File: config.mk
export PLATFORM = sky130hd
export DESIGN_NAME = i2s_apb_regif
export DESIGN_NICKNAME = d
export VERILOG_FILES = /design/src/rtl/ctrl_pkg.sv /design/src/rtl/sync_fifo.sv /design/src/rtl/i2s_apb_regif.sv
export SDC_FILE = /design/constraint.sdc
export NUM_CORES = 1
export LEC_CHECK = 0
export ABC_AREA = 0
export CORE_UTILIZATION = 64
export CTS_BUF_LIST = sky130_fd_sc_hd__clkbuf_8
export CTS_CLUSTER_DIAMETER = 200
export CTS_CLUSTER_SIZE = 16
export DETAILED_ROUTE_END_ITERATION = 10
export GPL_TIMING_DRIVEN = 0
export HOLD_SLACK_MARGIN = 0.05
export PLACE_DENSITY = 0.89
export SLEW_MARGIN = 10
export SYNTH_ARGS = -nofsm -noshare
export SYNTH_HDL_FRONTEND = slang
export SYNTH_SLANG_ARGS = --single-unit
File: constraint.sdc
create_clock -name pclk -period 15.4 [get_ports pclk]
set_input_delay 2.31 -clock pclk [delete_from_list [all_inputs] [get_ports pclk]]
set_output_delay 2.31 -clock pclk [all_outputs]
set_load 0.005 [all_outputs]
File: src/rtl/ctrl_pkg.sv
// Shared types and register map for the I2S APB register interface.
// Holds the control word layout, register offsets and STATUS bit positions.
// Pure declarations; no logic.
package ctrl_pkg;

   // Control word handed to the I2S serial core
   typedef struct packed {
      logic [15:0] clk_div;   // serial clock divider
      logic [7:0]  ws_len;    // word-select half period in bit clocks
      logic [4:0]  res_bits;  // sample resolution minus one
      logic        mono;      // single-channel mode
      logic        master;    // drive sck/ws from this side
      logic        tran_en;   // transfer enable
   } OP_t;

   // Byte offsets inside the 16-byte register window
   localparam logic [3:0] REG_CTRL   = 4'h0;
   localparam logic [3:0] REG_TXDATA = 4'h4;
   localparam logic [3:0] REG_RXDATA = 4'h8;
   localparam logic [3:0] REG_STATUS = 4'hC;

   // STATUS bit positions
   localparam int ST_TX_EMPTY   = 0;
   localparam int ST_TX_FULL    = 1;
   localparam int ST_RX_EMPTY   = 2;
   localparam int ST_RX_FULL    = 3;
   localparam int ST_TX_OVF     = 4;
   localparam int ST_RX_OVF     = 5;
   localparam int ST_RX_UDF     = 6;
   localparam int ST_TX_CNT_LSB = 8;
   localparam int ST_RX_CNT_LSB = 16;
   localparam int ST_TX_FLUSH   = 24;
   localparam int ST_RX_FLUSH   = 25;

endpackage

File: src/rtl/sync_fifo.sv
// Single-clock FIFO with first-word fall-through head and synchronous flush.
// Latency: a push at edge N is visible on head_dat/empty in cycle N+1.
// Backpressure: push while full and pop while empty are ignored; flush wins over both.
module sync_fifo #(
   parameter int DW    = 32,
   parameter int DEPTH = 8
) (
   input  logic                     clk,
   input  logic                     rst_n,
   input  logic                     push,
   input  logic [DW-1:0]            push_dat,
   input  logic                     pop,
   input  logic                     flush,
   output logic [DW-1:0]            head_dat,
   output logic                     full,
   output logic                     empty,
   output logic [$clog2(DEPTH):0]   count
);
   localparam int AW = $clog2(DEPTH);
   localparam int CW = AW + 1;

   logic [DW-1:0] r_mem [DEPTH];
   logic [AW-1:0] r_wp;
   logic [AW-1:0] r_rp;
   logic [CW-1:0] r_cnt;
   logic          w_push;
   logic          w_pop;

   // Full/empty come from the pre-edge count, so a push to a full FIFO is
   // dropped even when a pop happens in the same cycle.
   assign full     = (r_cnt == CW'(DEPTH));
   assign empty    = (r_cnt == '0);
   assign count    = r_cnt;
   assign head_dat = r_mem[r_rp];
   assign w_push   = push & ~full;
   assign w_pop    = pop & ~empty;

   // Pointer and occupancy tracking; pointers wrap naturally at DEPTH
   always_ff @(posedge clk or negedge rst_n) begin
      if (!rst_n) begin
         r_wp  <= '0;
         r_rp  <= '0;
         r_cnt <= '0;
      end else if (flush) begin
         r_wp  <= '0;
         r_rp  <= '0;
         r_cnt <= '0;
      end else begin
         if (w_push) r_wp <= r_wp + 1'b1;
         if (w_pop)  r_rp <= r_rp + 1'b1;
         case ({w_push, w_pop})
            2'b10:   r_cnt <= r_cnt + 1'b1;
            2'b01:   r_cnt <= r_cnt - 1'b1;
            default: r_cnt <= r_cnt;
         endcase
      end
   end

   // Sample storage; contents survive reset, only pointers are cleared
   always_ff @(posedge clk) begin
      if (w_push) r_mem[r_wp] <= push_dat;
   end

endmodule

File: src/rtl/i2s_apb_regif.sv
// APB register window for one I2S channel: CTRL word, TX/RX sample FIFOs, sticky status.
// Latency: accesses take effect at the sampling edge; prdata is registered at that edge.
// Backpressure: none on APB (no wait states); full/empty drop writes/reads and set sticky flags.
module i2s_apb_regif
   import ctrl_pkg::*;
#(
   parameter logic [31:0] ADR_OFFSET = 32'h0,
   parameter int          FIFO_DEPTH = 8
) (
   input  logic        pclk,
   input  logic        preset,
   input  logic        penable,
   input  logic        pwrite,
   input  logic [31:0] paddr,
   input  logic [31:0] pwdata,
   output logic [31:0] prdata,
   output OP_t         OP,
   output logic [31:0] tx_data,
   output logic        tx_valid,
   input  logic        tx_ready,
   input  logic [31:0] rx_data,
   input  logic        rx_valid,
   output logic        tx_empty,
   output logic        rx_full
);
   localparam int CW = $clog2(FIFO_DEPTH) + 1;

   OP_t           r_op;
   logic [31:0]   r_prdata;
   logic          r_tx_ovf;
   logic          r_rx_ovf;
   logic          r_rx_udf;

   logic          w_sel;
   logic          w_wr;
   logic          w_rd;
   logic [3:0]    w_off;
   logic          w_st_wr;
   logic [31:0]   w_clr;
   logic          w_tx_push;
   logic          w_tx_full;
   logic          w_tx_flush;
   logic [CW-1:0] w_tx_cnt;
   logic          w_rx_pop;
   logic          w_rx_empty;
   logic          w_rx_flush;
   logic [CW-1:0] w_rx_cnt;
   logic [31:0]   w_rx_head;
   logic [31:0]   w_status;

   assign w_sel      = penable & (paddr[31:4] == ADR_OFFSET[31:4]);
   assign w_off      = paddr[3:0];
   assign w_wr       = w_sel & pwrite;
   assign w_rd       = w_sel & ~pwrite;
   assign w_st_wr    = w_wr & (w_off == REG_STATUS);
   assign w_clr      = w_st_wr ? pwdata : 32'h0;
   assign w_tx_push  = w_wr & (w_off == REG_TXDATA);
   assign w_tx_flush = w_clr[ST_TX_FLUSH];
   assign w_rx_pop   = w_rd & (w_off == REG_RXDATA);
   assign w_rx_flush = w_clr[ST_RX_FLUSH];

   assign tx_valid = ~tx_empty;
   assign OP       = r_op;
   assign prdata   = r_prdata;

   sync_fifo #(.DW(32), .DEPTH(FIFO_DEPTH)) u_tx_fifo (
      .clk(pclk), .rst_n(preset),
      .push(w_tx_push), .push_dat(pwdata),
      .pop(tx_ready), .flush(w_tx_flush),
      .head_dat(tx_data), .full(w_tx_full), .empty(tx_empty), .count(w_tx_cnt)
   );

   sync_fifo #(.DW(32), .DEPTH(FIFO_DEPTH)) u_rx_fifo (
      .clk(pclk), .rst_n(preset),
      .push(rx_valid), .push_dat(rx_data),
      .pop(w_rx_pop), .flush(w_rx_flush),
      .head_dat(w_rx_head), .full(rx_full), .empty(w_rx_empty), .count(w_rx_cnt)
   );

   // STATUS read image built from pre-edge FIFO and sticky state
   always_comb begin
      w_status                           = 32'h0;
      w_status[ST_TX_EMPTY]              = tx_empty;
      w_status[ST_TX_FULL]               = w_tx_full;
      w_status[ST_RX_EMPTY]              = w_rx_empty;
      w_status[ST_RX_FULL]               = rx_full;
      w_status[ST_TX_OVF]                = r_tx_ovf;
      w_status[ST_RX_OVF]                = r_rx_ovf;
      w_status[ST_RX_UDF]                = r_rx_udf;
      w_status[ST_TX_CNT_LSB +: 8]       = 8'(w_tx_cnt);
      w_status[ST_RX_CNT_LSB +: 8]       = 8'(w_rx_cnt);
   end

   // CTRL register
   always_ff @(posedge pclk or negedge preset) begin
      if (!preset)                             r_op <= '0;
      else if (w_wr && (w_off == REG_CTRL))    r_op <= OP_t'(pwdata);
   end

   // Sticky error flags: a set in the same cycle as a W1C clear wins
   always_ff @(posedge pclk or negedge preset) begin
      if (!preset) begin
         r_tx_ovf <= 1'b0;
         r_rx_ovf <= 1'b0;
         r_rx_udf <= 1'b0;
      end else begin
         r_tx_ovf <= (w_tx_push & w_tx_full)  | (r_tx_ovf & ~w_clr[ST_TX_OVF]);
         r_rx_ovf <= (rx_valid & rx_full)     | (r_rx_ovf & ~w_clr[ST_RX_OVF]);
         r_rx_udf <= (w_rx_pop & w_rx_empty)  | (r_rx_udf & ~w_clr[ST_RX_UDF]);
      end
   end

   // Read data register; unmapped offsets keep the previous value
   always_ff @(posedge pclk or negedge preset) begin
      if (!preset) begin
         r_prdata <= 32'h0;
      end else if (w_rd) begin
         case (w_off)
            REG_CTRL:   r_prdata <= r_op;
            REG_TXDATA: r_prdata <= 32'h0;
            REG_RXDATA: r_prdata <= w_rx_empty ? 32'h0 : w_rx_head;
            REG_STATUS: r_prdata <= w_status;
            default:    r_prdata <= r_prdata;
         endcase
      end
   end

endmodule
==> results of run 1 <==
[layout by cell type, fill, tap and decap left out, types with 4 or more instances in the layout]
cell type        count
nor4b_2              8
o2bb2ai_1           16
edfxtp_1           512
nand4_1              6
a21oi_1             41
inv_1               33
nand2_1             23
mux2_2              79
buf_1                5
diode_2              4
mux2i_1             19
nor3_2               6
nor4_2               4
nand3_1              4
and4_1               4
clkbuf_1            39
xor2_1               5
nor2b_1              5
clkdlybuf4s50_1    197
xnor2_1              5
buf_4               31
clkbuf_8            43
nor3b_2              4
mux4_2             128
nor2_1              50
nor4_1               9
dfrtp_1             87
a221oi_1            15
buf_6               20
ha_1                 6
buf_2               32
o21ai_0             19
[power by group]
part           switching, mW  leakage (nW)  internal, mW  total (mW)
Combinational          0.398          2.88         0.435       0.833
Sequential            0.0462          5.81          1.88        1.93
Clock                  0.484         0.486         0.266       0.751
Total                  0.928          9.18          2.58        3.51
[path summary, 6_finish.rpt]
path                       depth (start not counted)  slack, ns                from                    end
setup / recovery                                   5       9.68   u_tx_fifo.r_rp[0]             tx_data[4]
hold / removal                                     1       0.50          prdata[10]             prdata[10]
setup reg to reg                                   8      11.95  u_tx_fifo.count[1]  u_tx_fifo.r_mem[1][7]
hold reg to reg                                    1       0.50          prdata[10]             prdata[10]
min in group asynchronous                          1       1.61              preset               r_tx_ovf
max in group asynchronous                          2      13.12              preset             prdata[12]
[cell usage after synthesis, types with 4 or more instances]
master / instances / area, um^2
edfxtp_1: 512 / 15370
mux4_2: 128 / 2883
dfrtp_1: 87 / 2177
mux2_2: 79 / 889.6
nor2_1: 52 / 195.2
a21oi_1: 41 / 205.2
clkbuf_1: 39 / 146.4
nand2_1: 23 / 86.33
buf_2: 22 / 110.1
mux2i_1: 19 / 190.2
o21ai_0: 19 / 95.09
o2bb2ai_1: 16 / 140.1
a221oi_1: 15 / 131.4
nor4_1: 11 / 68.82
nor3_1: 8 / 40.04
nor3b_1: 7 / 52.55
ha_1: 6 / 75.07
nand4_1: 6 / 37.54
buf_1: 5 / 18.77
nor2b_1: 5 / 31.28
nor4b_2: 5 / 75.07
xnor2_1: 5 / 43.79
xor2_1: 5 / 43.79
and4_1: 4 / 35.03
nand3_1: 4 / 20.02
nor4b_1: 4 / 35.03
[sequential cells by signal, summed over array words and instances, names as in the netlist]
name / count
r_tx_ovf: 1
u_rx_fifo.r_mem: 256
r_rx_ovf: 1
u_rx_fifo.r_rp: 3
u_tx_fifo.r_wp: 3
prdata: 32
r_rx_udf: 1
OP: 32
u_rx_fifo.count: 4
u_tx_fifo.count: 4
u_tx_fifo.r_rp: 3
u_tx_fifo.r_mem: 256
u_rx_fifo.r_wp: 3
[cell type report]
class | instances | area [um^2] | area share
repair buffers | 261 | 2555 | 0.09278
diodes | 4 | 10.01 | 0.0003635
well taps | 461 | 576.8 | 0.02095
plain buffers | 67 | 280.3 | 0.01018
clock buffers | 43 | 591.8 | 0.02149
flip-flops and latches | 599 | 17550 | 0.6373
clock inverters | 36 | 153.9 | 0.005588
inverters | 1 | 3.754 | 0.0001363
multi-input cells | 499 | 5816 | 0.2112
[logic make-up (layout without fill, tap and decap cells)]
group | count (synthesis) | in the layout
and+or+nand+nor | 153 | 153
DFF | 599 | 599
AOI/OAI and AO/OA | 101 | 101
other | 0 | 4
muxes | 229 | 229
adders and majority gates | 6 | 6
xor gates and xnor gates | 10 | 10
buffers and inverters | 68 | 408
[routing by layer]
| metal | global-route usage | vias up | routed length, um |
|---|---|---|---|
| li1 | - | 5390 | - |
| met1 | 0.3774 | 6600 | 20090 |
| met2 | 0.5185 | 619 | 28480 |
| met3 | 0.04905 | 112 | 3999 |
| met4 | 0.1052 | 0 | 1863 |
| met5 | 0 | - | 0 |
[per-stage QoR]
stage          setup slack, ns  hold WS [ns]    util
6_report                 9.681        0.5020  0.7668
5_1_grt                  9.489        0.5308  0.7665
4_1_cts                  9.619        0.5025  0.7665
3_5_place_dp             9.349        0.4755  0.7458
3_3_place_gp             4.665        0.4730  0.7273
2_1_floorplan            8.303        0.4658       -
[worst max-delay path, cell delays in order, from the launching register on]
cell             delay (ns)
dfrtp_1                0.39
clkbuf_1               0.54
buf_2                  0.51
mux4_2                 0.58
mux2_2                 0.32
clkdlybuf4s50_1        0.45
==> out/results.tsv, run 1 <==
metric	value	unit
setup_viol	0	
hold_viol	0	
drtPass1Iterations	5	
tns	0	ns
grtUsageTotal	0.2957	
end_kind	output pin	
crit_fanout	10	
slew_headroom	0.1679	
final_nets	1580	
dieArea	37580	um^2
via_per_inst	6.454	
drive_gt1_frac	0.2470	
synth-main-ff-cell	edfxtp_1	
place_congestion	0.9321	
ir_worst_vdd	0.08897	mV
grt_pass1_wl	81140	um
cts_buffers	43	
clkLatencyLatePin	0.63	ns
syn-cell-area	23560	um^2
cts_resized	0	
powerDensity	127.5	nW/um^2
grt_pass1_vias	13150	
clock_sinks	599	
core_area	35910	um^2
postCtsSetupRepairBufs	0	
grt_max_degree	62	
seq_area_frac_synth	0.7450	
grt_overflow	0	
ys_async_sr_fraction	0.1452	
timing.final.crit_period	5.719	ns
cts_tree	done	
cts_root_buffer	clkbuf_8	
skew	0.04018	ns
start_kind	flip-flop	
cts_hold_buf	0	
synth.area.mux_share	0.1696	
min_path_type	flip-flop to flip-flop	
cp_data_required_time	13.09	ns
hpwl	39500	um
synthCells	1166	
drcViolationCount	0	
synth_top_family_by_area	multiplexers	
synth_xor_area_frac	0.003717	
arrival	3.41	ns
status	finished, final reports clean	
dpl_cell_area	26780	um^2
totalPowerFinal	3.512	mW
max-cap-violations	0	
synth-adder-area-share	0.003186	
p_leak	9.177	nW
wirelength	54430	um
synth.avg_cell_area	20.21	um^2
synthSimpleGateAreaFrac	0.03882	
clkTransAtPathRegs	0.10	ns
die_y	193.9	um
ant_nets	0	
rsz0062_at_grt	false	
initial_core_util	0.6560	
fin_crit_sh	0.3713	
synth_compound_area_frac	0.02762	
area_growth	16.89	%
cts_max_level	2	
worst_pin_slew	1.237	ns
syn-num-nets	1274	
antenna_found_initial	3	
via_count	12720	
yosys_warnings	0	
fp.dieW	193.9	um
fin_cells	1971	
maxSlewViolCount	0	
fmax	174.9	MHz
design_area	27540	um^2
synth_cell_type_count	53	
dp_cells	1888	
cts_max_path_buffers	3	
criticalPathCategory	flip-flop to output pin	
synth_edf_count	512	
wl_per_cell	27.62	um
portBuffers	198	
ys_ff_latch	599	
nFillCells	1894	
drt_iter0_markers	1378	
fp-row-count	69	
io_pins	201	
Power figures use the tool's default switching activity.
==> inputs of run 2 (changes only) <==
CORE_UTILIZATION = 60   (was 64)
PLACE_DENSITY = 0.84   (was 0.89)
clock period = 5.7 ns   (was 15.4 ns; I/O delays follow)
==> out/results.tsv, run 2 (synthesis results as in run 1) <==
metric	value	unit
status	finished, final reports clean	
end_kind	output pin	
hold_viol	0	
nFillCells	2225	
grtUsageTotal	0.2712	
dp_cells	1942	
cts_resized	0	
worst_pin_slew	1.100	ns
cts_tree	done	
p_int	6.998	mW
grt_pass1_vias	12970	
maxSlewViolCount	0	
top_regs	u_rx_fifo.r_mem: 256 flops, u_tx_fifo.r_mem: 256 flops	
final_nets	1577	
dieArea	40060	um^2
drtPass1Iterations	5	
worst_r2r_endpoint	u_tx_fifo.r_mem[6][6]	
clock_sinks	599	
fmax	237.7	MHz
io_pins	201	
ant_nets	0	
timing.rr.start	u_tx_fifo.count[1]	
min_path_type	input pin to async pin	
via_per_inst	6.189	
cts_max_path_buffers	3	
rsz0062_at_grt	false	
fin_crit_sh	0.7381	
criticalPathCategory	flip-flop to output pin	
hpwl	38500	um
max-cap-violations	0	
crit_fanout	10	
fin_cells	2022	
clkTransAtPathRegs	0.11	ns
arrival	3.35	ns
cts_buffers	43	
final_cell_mix	edfxtp_1 (512), clkdlybuf4s50_1 (197), mux4_2 (128)	
grt_overflow	0	
power.share.clock	0.215	
p_leak	9.173	nW
grt_pass1_wl	79940	um
ir_worst_vdd	0.2258	mV
fp.dieW	200.2	um
setup.worst_path.start	u_tx_fifo.r_rp[0]	
area_growth	17.05	%
portBuffers	198	
drive_gt1_frac	0.2448	
skew	0.03113	ns
grt_max_degree	56	
place_congestion	0.8993	
power_frac_seq	0.550	
drt_iter0_markers	1248	
cts_hold_buf	0	
p_switching	2.459	mW
fp-row-count	72	
reg2reg_depth	8	
setup_viol	0	
timing.final.crit_period	4.207	ns
wirelength	53130	um
wl_per_cell	26.28	um
final_common_cell	edfxtp_1	
cts_root_buffer	clkbuf_8	
switching_share	0.2601	
cp_data_required_time	4.85	ns
initial_core_util	0.6096	
start_kind	flip-flop	
drcViolationCount	0	
postCtsSetupRepairBufs	0	
die_y	200.2	um
powerDensity	343.0	nW/um^2
cts_max_level	2	
slew_headroom	0.2604	
clkLatencyLatePin	0.61	ns
core_area	38650	um^2
tns	0	ns
antenna_found_initial	2	
r2r_slack	2.00	ns
via_count	12510	
combPwrFrac	0.235	
-- run 2: worst max path at each step --
stage	end	slack, ns	cells after the start
after floorplan	u_tx_fifo.r_mem[2][0]	0.06	4
after global placement	u_tx_fifo.r_mem[1][15]	-3.94	5
after detailed placement	u_tx_fifo.r_mem[6][13]	0.93	8
after CTS	tx_data[5]	1.42	5
after global routing	tx_data[5]	1.30	5
final	tx_data[5]	1.49	5
-- run 2: routing by layer --
metal	up-vias	global-route usage	share of wire	routed length, um
met5	-	0	0.00043	23
met4	4	0.1033	0.035	1860
met3	108	0.05418	0.075	3980
met2	538	0.4612	0.51	27300
met1	6505	0.3481	0.38	19960
li1	5359	-	-	-
-- run 2: power by group through the flow --
| stage | logic (mW) | registers, mW | clock network (mW) |
|---|---|---|---|
| global placement | 2.09 | 5.32 | 0 |
| CTS | 2.25 | 5.20 | 2.08 |
| global route | 2.38 | 5.22 | 2.24 |
| finish | 2.22 | 5.20 | 2.04 |
| detailed placement | 2.24 | 5.30 | 0 |
| floorplan | 1.26 | 5.28 | 0 |
-- run 2: critical path, cell delays in order (launching register included) --
cell	delay (ns)
dfrtp_1	0.38
clkbuf_1	0.53
buf_2	0.48
mux4_2	0.58
mux2_2	0.30
clkdlybuf4s50_1	0.47
-- run 2: area by class of cell --
type,count,area (um^2),share of cell area
Antenna cell,1,2.502,0.00009074
Buffer,67,280.3,0.01016
Clock buffer,45,619.3,0.02246
Clock inverter,34,135.1,0.004900
Inverter,1,3.754,0.0001361
Multi-Input combinational cell,499,5816,0.2109
Sequential cell,599,17550,0.6365
Tap cell,518,648.1,0.02350
Timing Repair Buffer,258,2520,0.09138
-- run 2: per-stage QoR --
stage          instance area [um^2]  power [mW]  utilization  hold WS (ns)  worst slack [ns]
2_1_floorplan                 23560       6.538            -        0.4658           0.05771
3_3_place_gp                  26190       7.409       0.6777        0.4731            -3.938
3_5_place_dp                  26820       7.537       0.6940        0.4791            0.9253
4_1_cts                       27570       9.528       0.7135        0.1663             1.419
5_1_grt                       27570       9.840       0.7135        0.1861             1.295
6_report                      27580       9.457       0.7135        0.1881             1.493
==> inputs of run 3 (changes only) <==
CORE_UTILIZATION = 54   (was 60)
PLACE_DENSITY = 0.8   (was 0.84)
clock period = 3.51 ns   (was 5.7 ns; I/O delays follow)
==> out/results.tsv, run 3 (synthesis results as in run 1) <==
metric	value	unit
final_cell_mix	edfxtp_1 (512), clkdlybuf4s50_1 (197), mux4_2 (128)	
slowest_stage	mux4_2	
pre_cts_ws	-0.6581	ns
combPwrFrac	0.239	
cts_max_path_buffers	3	
dp_cells	1992	
crit_buf_inv	3	
powerDensity	555.7	nW/um^2
clkTransAtPathRegs	0.11	ns
dieArea	44470	um^2
postLayoutCoreUtil	0.6466	
worst_r2r_endpoint	u_rx_fifo.count[2]	
portBuffers	198	
place_congestion	0.8649	
max_stage_delay	0.54	ns
r2r_slack	0.27	ns
hold-path-cell-count	3	
grt_overflow	0	
cts_max_level	2	
final_common_cell	edfxtp_1	
cts_root_buffer	clkbuf_8	
fin_crit_sh	0.9655	
cts_buffers	43	
fin_cells	2075	
power_frac_seq	0.546	
initial_core_util	0.5469	
ir_worst_vdd	0.4166	mV
timing.final.crit_period	3.389	ns
end_kind	output pin	
grt_pass1_vias	12690	
clock_sinks	599	
switching_share	0.2618	
cp_data_required_time	2.98	ns
drt_iter0_markers	1145	
hold_viol	0	
p_leak	9.177	nW
grt_pass1_wl	79280	um
cts_tree	done	
p_int	11.43	mW
criticalPathCategory	flip-flop to output pin	
hpwl	38150	um
nFillCells	2808	
status	finished, final reports clean	
crit_fanout	10	
setup_viol	0	
slew_headroom	0.2481	
tns	0	ns
arrival	2.86	ns
via_count	12370	
final_nets	1562	
area_growth	18.22	%
path_cells	clkbuf_4 -> buf_4 -> mux4_2 -> mux2_2 -> clkdlybuf4s50_1	
critPathTopFamily	buffers and inverters	
grt_max_degree	49	
p_switching	4.052	mW
maxSlewViolCount	0	
fp.dieW	210.9	um
min_path_type	input pin to flip-flop	
totalPowerFinal	15.48	mW
drive_gt1_frac	0.2419	
reg2reg_depth	9	
grtUsageTotal	0.2461	
top_regs	u_rx_fifo.r_mem: 256 flops, u_tx_fifo.r_mem: 256 flops	
die_y	210.9	um
antenna_found_initial	4	
io_pins	201	
drcViolationCount	0	
clkLatencyLatePin	0.62	ns
worstHoldStart	paddr[3]	
drtPass1Iterations	5	
fmax	295.1	MHz
timing.rr.start	u_rx_fifo.count[1]	
power.share.clock	0.215	
wirelength	53560	um
max-cap-violations	0	
holdPathEnd	u_rx_fifo.count[3]	
start_kind	flip-flop	
skew	0.02440	ns
fp-row-count	76	
via_per_inst	5.960	
fin_ws	0.1211	ns
worst_pin_slew	1.118	ns
wl_per_cell	25.81	um
ant_nets	0	
core_area	43080	um^2
==> run 3: worst min-delay path, delay by kind of cell <==
kind,cells,cell delay [ns]
buf+inv,1,0.19
simple gates,1,0.22
compound gates,1,0.04
==> run 3: how the worst max path moves through the flow <==
stage / end / cells past startpoint / slack, ns / start
2_1_floorplan: u_tx_fifo.r_mem[6][0] / 5 / -1.17 / paddr[1]
5_1_grt: tx_data[20] / 5 / -0.005 / u_tx_fifo.r_rp[0]
3_5_place_dp: u_tx_fifo.r_mem[6][12] / 8 / -0.66 / pwrite
4_1_cts: u_tx_fifo.r_mem[5][17] / 9 / 0.03 / pwrite
3_3_place_gp: u_tx_fifo.r_mem[6][12] / 6 / -4.09 / pwrite
6_report: tx_data[20] / 5 / 0.12 / u_tx_fifo.r_rp[0]
==> run 3: cell type report <==
type | instances | area [um^2] | share of cell area
sequential | 599 | 17550 | 0.6302
multi-input combinational | 499 | 5909 | 0.2122
timing repair buffer | 243 | 2579 | 0.09259
tap | 585 | 732.0 | 0.02628
clock buffer | 45 | 619.3 | 0.02224
buffer | 67 | 316.6 | 0.01137
clock inverter | 34 | 135.1 | 0.004852
antenna | 2 | 5.005 | 0.0001797
inverter | 1 | 3.754 | 0.0001348
==> run 3: layer usage <==
layer,wire [um],GRT usage,vias up
met5,43,0,-
met4,2213,0.09995,6
met3,4195,0.05040,127
met2,26530,0.4061,513
met1,20580,0.3232,6371
li1,-,-,5350
==> run 3: power by group through the flow <==
| stage | registers, mW | clock network, mW | logic, mW |
|---|---|---|---|
| final | 8.45 | 3.33 | 3.70 |
| after global routing | 8.49 | 3.65 | 3.96 |
| after CTS | 8.45 | 3.41 | 3.74 |
| after detailed placement | 8.61 | 0 | 3.69 |
| after global placement | 8.60 | 0 | 3.42 |
| after floorplan | 8.55 | 0 | 2.07 |
==> run 3: stage by stage <==
stage	hold WS, ns	area, um^2
floorplan	0.2309	23620
global placement	0.4743	26330
detailed placement	0.4743	27020
CTS	0.3402	27820
global route	0.4025	27850
finish	0.3804	27850
==> run 3: what timing repair did <==
item | 4_1_cts | 5_1_grt
pin swaps | 0 | 1
hold buffers | 1 | 0
setup buffers | 0 | 1
setup endpoints to repair | 36 | 22
endpoints found under the hold margin | 47 | 0
resized for setup | 16 | 4
==> RTL change 1 (config.mk and constraints of run 3) <==
The package constant `ST_TX_CNT_LSB` goes from 8 to 16.
--- a/src/rtl/ctrl_pkg.sv
+++ b/src/rtl/ctrl_pkg.sv
@@ -27,7 +27,7 @@
    localparam int ST_TX_OVF     = 4;
    localparam int ST_RX_OVF     = 5;
    localparam int ST_RX_UDF     = 6;
-   localparam int ST_TX_CNT_LSB = 8;
+   localparam int ST_TX_CNT_LSB = 16;
    localparam int ST_RX_CNT_LSB = 16;
    localparam int ST_TX_FLUSH   = 24;
    localparam int ST_RX_FLUSH   = 25;
Formal check against the unedited RTL: not equivalent (Yosys sat finds a counterexample within 4 cycles, from zero or initial values and one cycle with preset low).
==> RTL change 1 against run 3 <==
- cell count increased by 1.2%
- sequential cell count unchanged
- highest routed layer unchanged
- routed wire length increased by 1.8%
- worst setup slack got worse by 0.028 ns
- die area is 0.25% lower
- sequential share of layout area grew 0.13 points
- design area down 0.20%
- critical path type unchanged
- area after synthesis decreased by 0.25%
- total power is 0.23% higher
- non-clock buffer count grew 8
==> RTL change 1: results (changes against run 3) <==
- M2 GR Usage: 42.5% (+1.9 points)
- Synth cell count leaders: edfxtp_1, mux4_2, dfrtp_1, mux2_2, nand2_1
- Clock Latency Late Sink: 0.65 ns (+0.03 ns)
- Initial detailed-routing violation count: 1319 (+15%)
- Total GRT Usage: 25.3% (+0.69 points)
- Pre-CTS setup slack: -0.641 ns (+0.0174 ns)
- GRT met3 Usage: 5.13% (+0.089 points)
- Pin count of the biggest net entering global routing: 55 (+12%)
- Post-synthesis sequential area ratio: 74.7% (+0.19 points)
- Max clock buf depth: 3 (unchanged)
- Final Wtd Congestion: 0.928 (+7.3%)
- Final worst slack: 0.0926 ns (-0.0285 ns)
- IO buf count: 199 (+0.51%)
- Maximum VDD drop: 0.390 mV (-6.5%)
- First-pass GRT wire length: 81600 microns (+2.9%)
- Clock root buffer: clkbuf_8
- Vias in the first global route: 13000 (+2.7%)
- Biggest regs: u_rx_fifo.r_mem x256, u_tx_fifo.r_mem x256
- Filler cells: 2871 (+2.2%)
- Post-Place Cells: 2009 (+0.85%)
- Share of layout cells above drive strength 1: 23.0% (-1.2 points)
- Grt met1 use: 33.0% (+0.69 points)
- Top post-synthesis cells by area: edfxtp_1, mux4_2, dfrtp_1
- CP arrival: 2.89 ns (+0.03 ns)
- Post-DR vias/cell: 5.94 (-0.30%)
- Dpl hpwl: 38600 microns (+1.3%)
- Drt wl/cell: 26.0 microns (+0.65%)
- Post-Route Skew: 0.0260 ns (+0.00159 ns)
- Worst-margin pin slew: 1.13 ns (+0.00985 ns)
- Final Non-Filler Cells: 2099 (+1.2%)
- Distinct cells, synth: 50 (-5.7%)
- Mapped Cells: 1183 (+1.5%)
- Warnings, synthesis: 0 (unchanged)
- Nets: 1587 (+1.6%)
- Synthesized Nets: 1292 (+1.4%)
- Status: completed
-- RTL change 1: cell families after synthesis --
logic type | Yosys count | share of synthesized area (%)
flip-flops | 599 | 74.7
multiplexers | 234 | 17.2
AND/OR/NAND/NOR | 165 | 3.58
AO/OA/AOI/OAI | 91 | 2.28
buffers and inverters | 74 | 1.34
XOR/XNOR | 13 | 0.543
adder cells (fa/ha/maj) | 7 | 0.373
-- RTL change 1: worst max-delay path: stages (launching register included) --
cell,delay (ns)
dfrtp_1,0.39
buf_4,0.23
buf_4,0.30
mux4_2,0.54
mux2_2,0.32
clkdlybuf4s50_1,0.45
-- RTL change 1: area by class of cell --
class	count	area (sq um)	share of cell area, %
Tap cell	585	732	2.63
Timing Repair Buffer	250	2640	9.51
Inverter	6	22.5	0.0810
Sequential cell	599	17600	63.1
Clock inverter	36	154	0.554
Antenna cell	2	5.00	0.0180
Multi-Input combinational cell	510	5780	20.8
Buffer	68	317	1.14
Clock buffer	43	592	2.13
-- RTL change 1: path summary, 6_finish.rpt --
kind,depth (start not counted),to,startpoint
setup / recovery,5,tx_data[4],u_tx_fifo.r_rp[0]
setup reg to reg,6,u_tx_fifo.r_mem[4][21],u_tx_fifo.count[1]
max in group asynchronous,3,prdata[12],preset
min in group asynchronous,2,prdata[5],preset
hold / removal,3,r_tx_ovf,paddr[2]
hold reg to reg,2,prdata[1],prdata[1]
-- RTL change 1: per-stage QoR --
stage                     setup TNS, ns  total power [W]  area [sq um]  hold WS [ns]
after floorplan                  -45.44           0.0107         23600         0.231
after global placement         -1035.30           0.0121         26300         0.463
after detailed placement        -102.42           0.0123         26900         0.473
after CTS                             0           0.0156         27700         0.280
after global routing            -0.0199           0.0162         27800         0.316
final                                 0           0.0155         27800         0.325
-- RTL change 1: routing by layer --
metal	wire length, microns	vias to the layer above
met4	2030	6
met2	27400	513
met5	35	-
li1	-	5364
met1	20900	6488
met3	4160	101
-- RTL change 1: power breakdown --
part | internal, W | switching, W
clock | 0.00117 | 0.00215
combinational | 0.00199 | 0.00175
sequential | 0.00826 | 0.000187
-- RTL change 1: repair_timing --
| item | CTS | global route |
|---|---|---|
| endpoints found under the setup margin | 46 | 61 |
| pin swaps | 1 | 2 |
| gates resized for setup | 17 | 0 |
| hold buffers | 1 | 0 |
| buffers inserted | 1 | 7 |
| hold endpoints to repair | 33 | 0 |
==> RTL change 2 (config.mk and constraints of run 3) <==
Made on the original files. Reset style: synchronous (`preset` and `rst_n`), changed in 4 clocked blocks.
--- a/src/rtl/sync_fifo.sv
+++ b/src/rtl/sync_fifo.sv
@@ -36,7 +36,7 @@
    assign w_pop    = pop & ~empty;
 
    // Pointer and occupancy tracking; pointers wrap naturally at DEPTH
-   always_ff @(posedge clk or negedge rst_n) begin
+   always_ff @(posedge clk) begin
       if (!rst_n) begin
          r_wp  <= '0;
          r_rp  <= '0;
--- a/src/rtl/i2s_apb_regif.sv
+++ b/src/rtl/i2s_apb_regif.sv
@@ -92,13 +92,13 @@
    end
 
    // CTRL register
-   always_ff @(posedge pclk or negedge preset) begin
+   always_ff @(posedge pclk) begin
       if (!preset)                             r_op <= '0;
       else if (w_wr && (w_off == REG_CTRL))    r_op <= OP_t'(pwdata);
    end
 
    // Sticky error flags: a set in the same cycle as a W1C clear wins
-   always_ff @(posedge pclk or negedge preset) begin
+   always_ff @(posedge pclk) begin
       if (!preset) begin
          r_tx_ovf <= 1'b0;
          r_rx_ovf <= 1'b0;
@@ -111,7 +111,7 @@
    end
 
    // Read data register; unmapped offsets keep the previous value
-   always_ff @(posedge pclk or negedge preset) begin
+   always_ff @(posedge pclk) begin
       if (!preset) begin
          r_prdata <= 32'h0;
       end else if (w_rd) begin
Check against the original RTL: differs if preset is asserted again (counterexample within 4 cycles, from zero or initial values and one cycle with preset low); with preset held inactive, the same outputs for 4 cycles.
==> RTL change 2 against run 3 <==
- register-to-register slack improved by 0.11 ns
- sequential cell count rose by 6
- routed wire length rose by 0.37%
- worst setup slack got worse by 0.049 ns
- die area rose by 1.1%
- area after synthesis rose by 1.1%
- sequential share of layout area fell by 1.3 points
- design area rose by 0.32%
- first-iteration DRC count rose by 1.2%
- cell count rose by 4.0%
- hold slack improved by 0.081 ns
- clock skew fell by 0.0024 ns
Power is not compared: it rests on default switching activity, and its combinational part moved more than twofold at a synthesized area within 25%.
==> RTL change 2: results (changes against run 3) <==
- Status: completed
- Post-Route Skew: 0.0220 ns (-0.00243 ns)
- Clock root buffer: clkbuf_8
- Pre-CTS setup slack: -0.146 ns (+0.512 ns)
- Crit Path Class: reg2out
- # resized after CTS: 11 (-5)
- Synthesized Nets: 1375 (+7.9%)
- Endpoint, Worst Hold: u_tx_fifo.r_wp[0]
- CTS Buf Count: 43 (unchanged)
- Switching share of power: 20.7%
- Worst R2R End: u_rx_fifo.count[3]
- H-tree levels: 2 (unchanged)
- Clock Latency Late Sink: 0.64 ns (+0.02 ns)
- Final Wtd Congestion: 0.899 (+4.0%)
- Hold slack: 0.462 ns (+0.0812 ns)
- Reg clk slew, reported paths: 0.11 ns (about the same)
- CP arrival: 2.91 ns (+0.05 ns)
- Reg2reg start: u_rx_fifo.count[0]
- Crit path to: tx_data[5]
- Metal2 WL: 27800 microns (+4.9%)
- Top post-synthesis cells by area: edfxtp_1, mux4_2, dfxtp_1
- Initial detailed-routing violation count: 1159 (+1.2%)
- M1 WL: 20500 microns (-0.61%)
- Vias in the first global route: 13100 (+3.2%)
- Worst-margin pin slew: 0.909 ns (-0.208 ns)
- M2 GR Usage: 42.6% (+2.0 points)
- WL met3: 3760 microns (-10%)
- Warnings, synthesis: 0 (unchanged)
- Drt wl/cell: 24.9 microns (-3.5%)
- Distinct cells, synth: 57 (+7.5%)
- DP Area: 0.0272 sq mm (+0.59%)
- Max incr delay on CP: 0.67 ns (+0.13 ns)
- Worst hold start: preset
- Worst hold stages: 3 (unchanged)
- Grt met1 use: 31.0% (-1.3 points)
- First-pass GRT wire length: 79900 microns (+0.77%)
- IO buf count: 198 (unchanged)
- Hold Fails Final Rpt: 0 (unchanged)
- GRT met3 Usage: 4.37% (-0.67 points)
- Slowest-stage cell, CP: dfxtp_1
- Biggest regs: u_rx_fifo.r_mem x256, u_tx_fifo.r_mem x256
- Post-DR vias/cell: 5.86 (-1.7%)
- Maximum VDD drop: 0.350 mV
- WL final: 53800 microns (+0.37%)
- Pre-antenna DRT Iters: 5 (unchanged)
- Nets: 1650 (+5.6%)
- Asr flop ratio synth: 0% (-15 points)
- Mapped Cells: 1263 (+8.3%)
- Share of layout cells above drive strength 1: 24.0% (-0.23 points)
- Pin count of the biggest net entering global routing: 25 (-49%)
- Final worst slack: 0.0719 ns (-0.0492 ns)
- Synth cell count leaders: edfxtp_1, mux4_2, nand2_1, dfxtp_1, nor2_1
- Post-synthesis sequential area ratio: 72.4% (-2.1 points)
- Total GRT Usage: 24.5% (-0.15 points)
- Reg2Reg Depth: 10 (+1)
- Reg-to-reg setup timing slack: 0.38 ns (+0.11 ns)
- Dpl hpwl: 38900 microns (+1.9%)
- Post-Place Cells: 2080 (+4.4%)
RTL change 2: area by class of cell:
class | instances | area, sq um
clock inverters | 37 | 151
clock buffers | 43 | 592
multi-input cells | 575 | 6320
flip-flops and latches | 605 | 17200
plain buffers | 75 | 388
repair buffers | 232 | 2490
well taps | 585 | 732
fillers | 2961 | 15300
diodes | 1 | 2.50
inverters | 6 | 22.5
RTL change 2: power by group through the flow:
stage,logic (W),registers [W],clock network [W]
CTS,0.000447,0.00787,0.00336
global route,0.000479,0.00788,0.00359
finish,0.000449,0.00787,0.00330
global placement,0.000399,0.00804,0
detailed placement,0.000445,0.00804,0
floorplan,0.000152,0.00803,0
RTL change 2: logic make-up after synthesis:
logic type	count (synthesis)	share of synthesized area, %
fa+ha+maj	10	0.525
simple gates	228	5.15
xor+xnor	16	0.588
compound gates	124	4.54
mux	197	15.2
buf+inv	83	1.66
flops	605	72.4
